$ cat src/rtl/lcd_pkg.sv
// Shared definitions for the UART-to-HD44780 writer: FSM encoding,
// controller command bytes and the control-character mapping.
package lcd_pkg;

    localparam logic [2:0] ST_PWR_WAIT = 3'd0;
    localparam logic [2:0] ST_INIT     = 3'd1;
    localparam logic [2:0] ST_IDLE     = 3'd2;
    localparam logic [2:0] ST_SETUP    = 3'd3;
    localparam logic [2:0] ST_E_HIGH   = 3'd4;
    localparam logic [2:0] ST_WAIT     = 3'd5;

    localparam logic [7:0] CMD_FUNC_SET = 8'h38;
    localparam logic [7:0] CMD_DISP_ON  = 8'h0C;
    localparam logic [7:0] CMD_CLEAR    = 8'h01;
    localparam logic [7:0] CMD_ENTRY    = 8'h06;
    localparam logic [7:0] CMD_LINE1    = 8'h80;
    localparam logic [7:0] CMD_LINE2    = 8'hC0;

    localparam logic [7:0] CH_LF = 8'h0A;
    localparam logic [7:0] CH_FF = 8'h0C;
    localparam logic [7:0] CH_CR = 8'h0D;

    typedef struct packed {
        logic       rs;
        logic [7:0] db;
    } lcd_word_t;

    function automatic lcd_word_t map_byte(input logic [7:0] b);
        lcd_word_t w;
        case (b)
            CH_FF:   w = '{rs: 1'b0, db: CMD_CLEAR};
            CH_CR:   w = '{rs: 1'b0, db: CMD_LINE1};
            CH_LF:   w = '{rs: 1'b0, db: CMD_LINE2};
            default: w = '{rs: 1'b1, db: b};
        endcase
        return w;
    endfunction

    function automatic logic [7:0] init_cmd(input logic [1:0] idx);
        logic [7:0] c;
        case (idx)
            2'd0:    c = CMD_FUNC_SET;
            2'd1:    c = CMD_DISP_ON;
            2'd2:    c = CMD_CLEAR;
            default: c = CMD_ENTRY;
        endcase
        return c;
    endfunction

endpackage

$ cat src/rtl/lcd_byte_fifo.sv
// Byte FIFO with show-ahead output; fullness is judged before a
// same-cycle pop, so a push into a full FIFO is always dropped.
module lcd_byte_fifo
    import lcd_pkg::*;
#(
    parameter int DEPTH = 16
) (
    input  logic       clk,
    input  logic       reset,
    input  logic       push,
    input  logic       pop,
    input  logic [7:0] din,
    output logic [7:0] dout,
    output logic       full,
    output logic       empty
);

    localparam int AW = $clog2(DEPTH);
    localparam logic [AW:0] FULL_CNT = DEPTH[AW:0];

    logic [7:0]    mem [DEPTH];
    logic [AW-1:0] wr_ptr;
    logic [AW-1:0] rd_ptr;
    logic [AW:0]   count;
    logic          do_push;
    logic          do_pop;

    assign full    = (count == FULL_CNT);
    assign empty   = (count == '0);
    assign do_push = push && !full;
    assign do_pop  = pop && !empty;
    assign dout    = mem[rd_ptr];

    always_ff @(posedge clk) begin
        if (do_push)
            mem[wr_ptr] <= din;
    end

    // Pointers wrap naturally because DEPTH is a power of two.
    always_ff @(posedge clk) begin
        if (reset) begin
            wr_ptr <= '0;
            rd_ptr <= '0;
            count  <= '0;
        end else begin
            if (do_push)
                wr_ptr <= wr_ptr + 1'b1;
            if (do_pop)
                rd_ptr <= rd_ptr + 1'b1;
            case ({do_push, do_pop})
                2'b10:   count <= count + 1'b1;
                2'b01:   count <= count - 1'b1;
                default: count <= count;
            endcase
        end
    end

endmodule

$ cat src/rtl/uart_lcd_writer.sv
// Buffers UART bytes and writes them to an HD44780 in 8-bit mode,
// running the power-up init sequence first.
module uart_lcd_writer
    import lcd_pkg::*;
#(
    parameter int FREQ         = 24_000_000,
    parameter int E_CYC        = 24,
    parameter int CMD_WAIT_CYC = 1200,
    parameter int CLR_WAIT_CYC = 48000,
    parameter int PWR_WAIT_CYC = 480000,
    parameter int FIFO_DEPTH   = 16
) (
    input  logic       clk,
    input  logic       reset,
    input  logic       rx_valid,
    input  logic [7:0] rx_data,
    output logic       lcd_rs,
    output logic       lcd_rw,
    output logic       lcd_e,
    output logic [7:0] lcd_db,
    output logic       ready,
    output logic       overflow
);

    if (FREQ <= 0 || FIFO_DEPTH < 2 ||
        (FIFO_DEPTH & (FIFO_DEPTH - 1)) != 0) begin : g_bad_param
        $error("uart_lcd_writer: bad FREQ or FIFO_DEPTH");
    end

    logic [2:0]  state;
    logic [19:0] cnt;
    logic [19:0] wait_last;
    logic [1:0]  init_idx;
    logic        init_done;
    logic        fifo_pop;
    logic        fifo_full;
    logic        fifo_empty;
    logic [7:0]  fifo_dout;

    assign fifo_pop = (state == ST_IDLE) && !fifo_empty;
    assign lcd_rw   = 1'b0;
    assign ready    = init_done && (state == ST_IDLE) && fifo_empty;

    // Clear needs the long settle time; every other write the short one.
    assign wait_last = (!lcd_rs && lcd_db == CMD_CLEAR)
                     ? 20'(CLR_WAIT_CYC - 1)
                     : 20'(CMD_WAIT_CYC - 1);

    lcd_byte_fifo #(
        .DEPTH(FIFO_DEPTH)
    ) u_fifo (
        .clk  (clk),
        .reset(reset),
        .push (rx_valid),
        .pop  (fifo_pop),
        .din  (rx_data),
        .dout (fifo_dout),
        .full (fifo_full),
        .empty(fifo_empty)
    );

    always_ff @(posedge clk) begin
        if (reset) begin
            state     <= ST_PWR_WAIT;
            cnt       <= '0;
            init_idx  <= '0;
            init_done <= 1'b0;
            overflow  <= 1'b0;
            lcd_e     <= 1'b0;
            lcd_rs    <= 1'b0;
            lcd_db    <= 8'h00;
        end else begin
            if (rx_valid && fifo_full)
                overflow <= 1'b1;
            case (state)
                ST_PWR_WAIT: begin
                    if (cnt == 20'(PWR_WAIT_CYC - 1)) begin
                        cnt   <= '0;
                        state <= ST_INIT;
                    end else begin
                        cnt <= cnt + 1'b1;
                    end
                end
                ST_INIT: begin
                    lcd_rs <= 1'b0;
                    lcd_db <= init_cmd(init_idx);
                    state  <= ST_SETUP;
                end
                ST_IDLE: begin
                    if (!fifo_empty) begin
                        {lcd_rs, lcd_db} <= map_byte(fifo_dout);
                        state <= ST_SETUP;
                    end
                end
                ST_SETUP: begin
                    lcd_e <= 1'b1;
                    cnt   <= '0;
                    state <= ST_E_HIGH;
                end
                ST_E_HIGH: begin
                    if (cnt == 20'(E_CYC - 1)) begin
                        lcd_e <= 1'b0;
                        cnt   <= '0;
                        state <= ST_WAIT;
                    end else begin
                        cnt <= cnt + 1'b1;
                    end
                end
                ST_WAIT: begin
                    if (cnt == wait_last) begin
                        cnt <= '0;
                        if (init_done) begin
                            state <= ST_IDLE;
                        end else if (init_idx == 2'd3) begin
                            init_done <= 1'b1;
                            state     <= ST_IDLE;
                        end else begin
                            init_idx <= init_idx + 1'b1;
                            state    <= ST_INIT;
                        end
                    end else begin
                        cnt <= cnt + 1'b1;
                    end
                end
                default: state <= ST_PWR_WAIT;
            endcase
        end
    end

endmodule
$ cat config.mk
export PLATFORM = sky130hd
export DESIGN_NAME = uart_lcd_writer
export DESIGN_NICKNAME = d
export VERILOG_FILES = /design/src/rtl/lcd_pkg.sv /design/src/rtl/lcd_byte_fifo.sv /design/src/rtl/uart_lcd_writer.sv
export SDC_FILE = /design/constraint.sdc
export NUM_CORES = 1
export LEC_CHECK = 0
export ABC_CLOCK_PERIOD_IN_PS = 2800
export CAP_MARGIN = 15
export CORE_MARGIN = 2
export CORE_UTILIZATION = 47
export CTS_CLUSTER_DIAMETER = 200
export DETAILED_ROUTE_END_ITERATION = 6
export HOLD_SLACK_MARGIN = 0.06
export PLACE_DENSITY = 0.71
export SYNTH_ARGS = -nofsm -noshare
export SYNTH_HDL_FRONTEND = slang
export SYNTH_SLANG_ARGS = --single-unit
export TNS_END_PERCENT = 1
$ cat constraint.sdc
create_clock -name clk -period 2.8 [get_ports clk]
set_input_delay 0.56 -clock clk [delete_from_list [all_inputs] [get_ports clk]]
set_output_delay 0.56 -clock clk [all_outputs]
set_load 0.02 [all_outputs]
==> metrics.md <==
| Metric | Value |
|---|---|
| Unique masters post-synth | 65 |
| R2r worst-path depth | 10 |
| I/O pin total | 24 |
| Final hold violations | 0 |
| N_diodes | 0 |
| TritonCTS clock tree | built |
| Final setup violation count | 0 |
| Critical Path RT | 3.17 ns |
| Layout cells sized above 1 | between 15 and 20% |
| Sequential Power Share | between 40% and 50% |
| Post-synthesis cell count | 568 |
| Worst-Skew Late Latency | ~0.44 ns |
| Grt ovf | 0 |
| Hold WS | between 0.4 and 0.5 ns |
| Comb pwr share | a little under 10% |
| Reg-to-Reg End | u_fifo.count[4]$_SDFFE_PP0P_ |
| Quantity of I/O buffers inserted on ports | 22 |
| Hold EP | overflow$_SDFFE_PP0P_ |
| Avg Cell Area, Syn | 13.8 sq um |
| Residual DRC count | 0 |
| Clock sinks | roughly 180 |
| Flops & latches, synth | between 150 and 200 |
| Area leader, netlist | edfxtp_1 |
| DP HPWL | 10.0 mm |
| VDD IR-drop max | about 510 uV |
| Top cell type's share of synthesized area | about half |
| Worst Skew | ~0.013 ns |
| Synth top area cells | edfxtp_1 (49%), dfxtp_1 (14%), mux4_2 (6.3%) |
| Vias per Instance | 5.79 |
| Pre-CTS WS | -0.183 ns |
| Initial antenna violation count | 0 |
| Die Span Y | 133 um |
| Tightest Pin Transition | 0.726 ns |
| Largest net degree at the start of global routing | slightly above 40 |
| Worst Hold Path Cells | 2 |
| Ys Warns | 0 |
| Global-route wire length before repair | around 25 mm |
| Setup slack after layout | approximately 0.14 ns |
| Most common flop cell mapped by yosys | edfxtp_1 |
| CTS Buffer Depth | 2 |
| WS Path Type | reg2reg |
| WP data arrival | 3.03 ns |
| H-tree levels | 4 |
| CP max FO | 6 |
| CTS Buf Count | 17 |
| Area Overhead vs Synth | 16.2% |
| GPL Wtd Cong | around 0.84 |
| Initial Util | between 40% and 50% |
| Final wirelength | 15.4 mm |
| EDFF count, synth | roughly 130 |
| RR Startpoint | u_fifo.count[0]$_SDFFE_PP0P_ |
| CTS Hold Buffers Added | 0 |
| Ys async rst share | 0% |
| Final ANT Viol Nets | 0 |
| Synthesized area | approximately 7900 sq um |
| Syn nets | about 590 |
| Leakage | a little over 0.003 uW |
| # fillers | between 1000 and 1500 |
| Final Max Tran Viols | 0 |
| Status | complete, no violations |
| Crit. End Element | flip-flop |
| Power per standard cell area | ~660 nW/um^2 |
| TritonRoute pass-1 iters | 5 |
| Sw Share | between 20% and 30% |
| Finished Layout Cells | roughly 840 |
| Reg2reg setup slack | 0.14 ns |
| Total track usage | between 10% and 20% |
| Crit share post-route | approximately 95% |
| Min-delay src | overflow$_SDFFE_PP0P_ |
| Rel. slew slack | about 51% |
| Root Buffer Master | clkbuf_16 |
| Vias in the first global route | between 4000 and 5000 |
| Clock-pin slew on the worst setup and hold paths | around 0.08 ns |
| Max-cap violations | 0 |
| Post-CTS Setup Inserts | 0 |
| Clock share of power | 40.5% |
| Placed insts | slightly above 800 |
| Die Area | about 18000 sq um |
| Post-DR wirelength/cell | 18.3 um |
| RSZ-0062 raised after global routing | no |
| Fin crit period | approximately 2.7 ns |
| CORE AREA | around 16000 sq um |
| Max Fclk | around 380 MHz |
| Starting DRT DRC Count | between 600 and 700 |
| Nature of the critical path startpoint | flip-flop |
| Tightest Hold Check Type | reg2reg |
| # rows | 47 |
| Vias | between 4000 and 5000 |
| Fin nets | around 640 |
| Register area share after synthesis | between 60% and 70% |
| Die W | between 100 and 150 um |
| Sw Pwr | between 1500 and 2000 uW |
| Cell Int Power | 4440 uW |
==> power groups by stage <==
stage | logic (uW) | registers [uW] | clock network (uW)
after floorplan | 373 | 3070 | 0
after global placement | 564 | 3050 | 0
after detailed placement | 584 | 3060 | 0
after CTS | 591 | 3000 | 2510
after global routing | 662 | 3010 | 2620
final | 601 | 3000 | 2450
==> state kept, by name, summed over array words and instances, names as in the netlist, named ones only <==
name	count
state	3
u_fifo.wr_ptr	4
init_idx	2
u_fifo.rd_ptr	4
u_fifo.mem	128
init_done	1
u_fifo.count	5
lcd_rs	1
lcd_db	8
lcd_e	1
overflow	1
cnt	20
==> through the flow <==
step	util (%)	cell area, sq um	setup TNS (ns)	power [uW]
detailed placement	51.4	8460	-0.184	3640
global placement	51.4	8460	-0.105	3620
floorplan	-	7860	0	3440
finish	55.4	9130	0	6060
CTS	55.3	9100	0	6100
global route	55.4	9130	0	6290
==> per-layer routing <==
metal	track usage [%]	vias up	wire, um
li1	-	2282	-
met1	26.2	2430	6980
met2	29.2	148	7410
met3	3.46	18	817
met4	6.32	0	218
met5	0	-	0
==> layout make-up <==
class | instances | area (sq um) | area share, %
flip-flops and latches | 182 | 4930 | 54.0
multi-input cells | 345 | 2740 | 30.0
repair buffers | 56 | 512 | 5.61
clock buffers | 17 | 425 | 4.66
well taps | 220 | 275 | 3.02
clock inverters | 15 | 216 | 2.37
inverters | 8 | 30.0 | 0.329
==> worst max-delay path by stage <==
stage	start	to	slack [ns]	cells after the start
4_1_cts	cnt[4]$_SDFFE_PP0P_	cnt[19]$_SDFFE_PP0P_	0.11	7
5_1_grt	flip-flop	lcd_db[0]$_SDFFE_PP0P_	0.005	8
3_3_place_gp	rx_valid	u_fifo.count[4]$_SDFFE_PP0P_	-0.10	10
6_report	u_fifo.count[0]$_SDFFE_PP0P_	u_fifo.count[4]$_SDFFE_PP0P_	0.14	10
3_5_place_dp	rx_valid	u_fifo.count[4]$_SDFFE_PP0P_	-0.18	10
2_1_floorplan	u_fifo.count[0]$_SDFFE_PP0P_	u_fifo.count[4]$_SDFFE_PP0P_	0.02	10
==> synthesized netlist by cell type, types with 6 or more instances <==
| cell | instances |
|---|---|
| dfxtp_1 | 54 |
| mux4_2 | 22 |
| nand2_1 | 41 |
| inv_1 | 7 |
| a31oi_1 | 16 |
| a22oi_1 | 10 |
| nand3_1 | 10 |
| ha_1 | 14 |
| clkbuf_1 | 20 |
| and3_1 | 6 |
| nor2b_1 | 7 |
| a311oi_1 | 8 |
| nor3_1 | 12 |
| mux4_1 | 10 |
| a21oi_1 | 29 |
| mux2i_1 | 7 |
| xor2_1 | 7 |
| nor2_1 | 59 |
| edfxtp_1 | 128 |
| nand4_1 | 9 |
==> placed cells by master, fill, tap and decap left out, types with 5 or more instances in the layout <==
| cell | n |
|---|---|
| buf_4 | 31 |
| and3_1 | 6 |
| edfxtp_1 | 128 |
| ha_1 | 14 |
| xnor2_1 | 5 |
| clkdlybuf4s50_1 | 21 |
| clkbuf_16 | 17 |
| nand2_1 | 40 |
| mux4_1 | 10 |
| nand2b_1 | 5 |
| nor2_1 | 58 |
| dfxtp_1 | 53 |
| a21oi_1 | 29 |
| nand3_1 | 10 |
| xor2_1 | 7 |
| or3_1 | 5 |
| mux2i_1 | 7 |
| inv_1 | 7 |
| nand4_1 | 9 |
| a22oi_1 | 10 |
| a31oi_1 | 16 |
| a311oi_1 | 8 |
| nor2b_1 | 6 |
| mux4_2 | 22 |
| clkinv_8 | 9 |
| a22o_1 | 5 |
| nor3_1 | 12 |
==> timing repair <==
item | in CTS | in global routing
pin swaps | 0 | 2
resized for setup | 2 | 4
cloned | 0 | 0
endpoints found under the setup margin | 1 | 16
==> logic make-up (layout without fill, tap and decap cells) <==
group | after synthesis | in the layout | share of synthesized area [%]
other cells | 1 | 1 | 0.0478
buf+inv | 41 | 96 | 2.76
mux | 39 | 39 | 10.5
compound gates | 96 | 96 | 8.41
flops | 182 | 182 | 62.7
fa+ha+maj | 15 | 15 | 2.49
simple gates | 182 | 182 | 11.7
xor+xnor | 12 | 12 | 1.34
==> critical path, cell delays in order (launching register included) <==
cell and delay (ns):
dfxtp_1 0.38, nor4_4 0.33, nor2b_2 0.22, nor2_2 0.09, ha_1 0.25, fa_1 0.43
a21o_1 0.19, a21oi_1 0.17, xor2_1 0.09, or3_1 0.31, a21oi_1 0.14
Power figures use the tool's default switching activity.
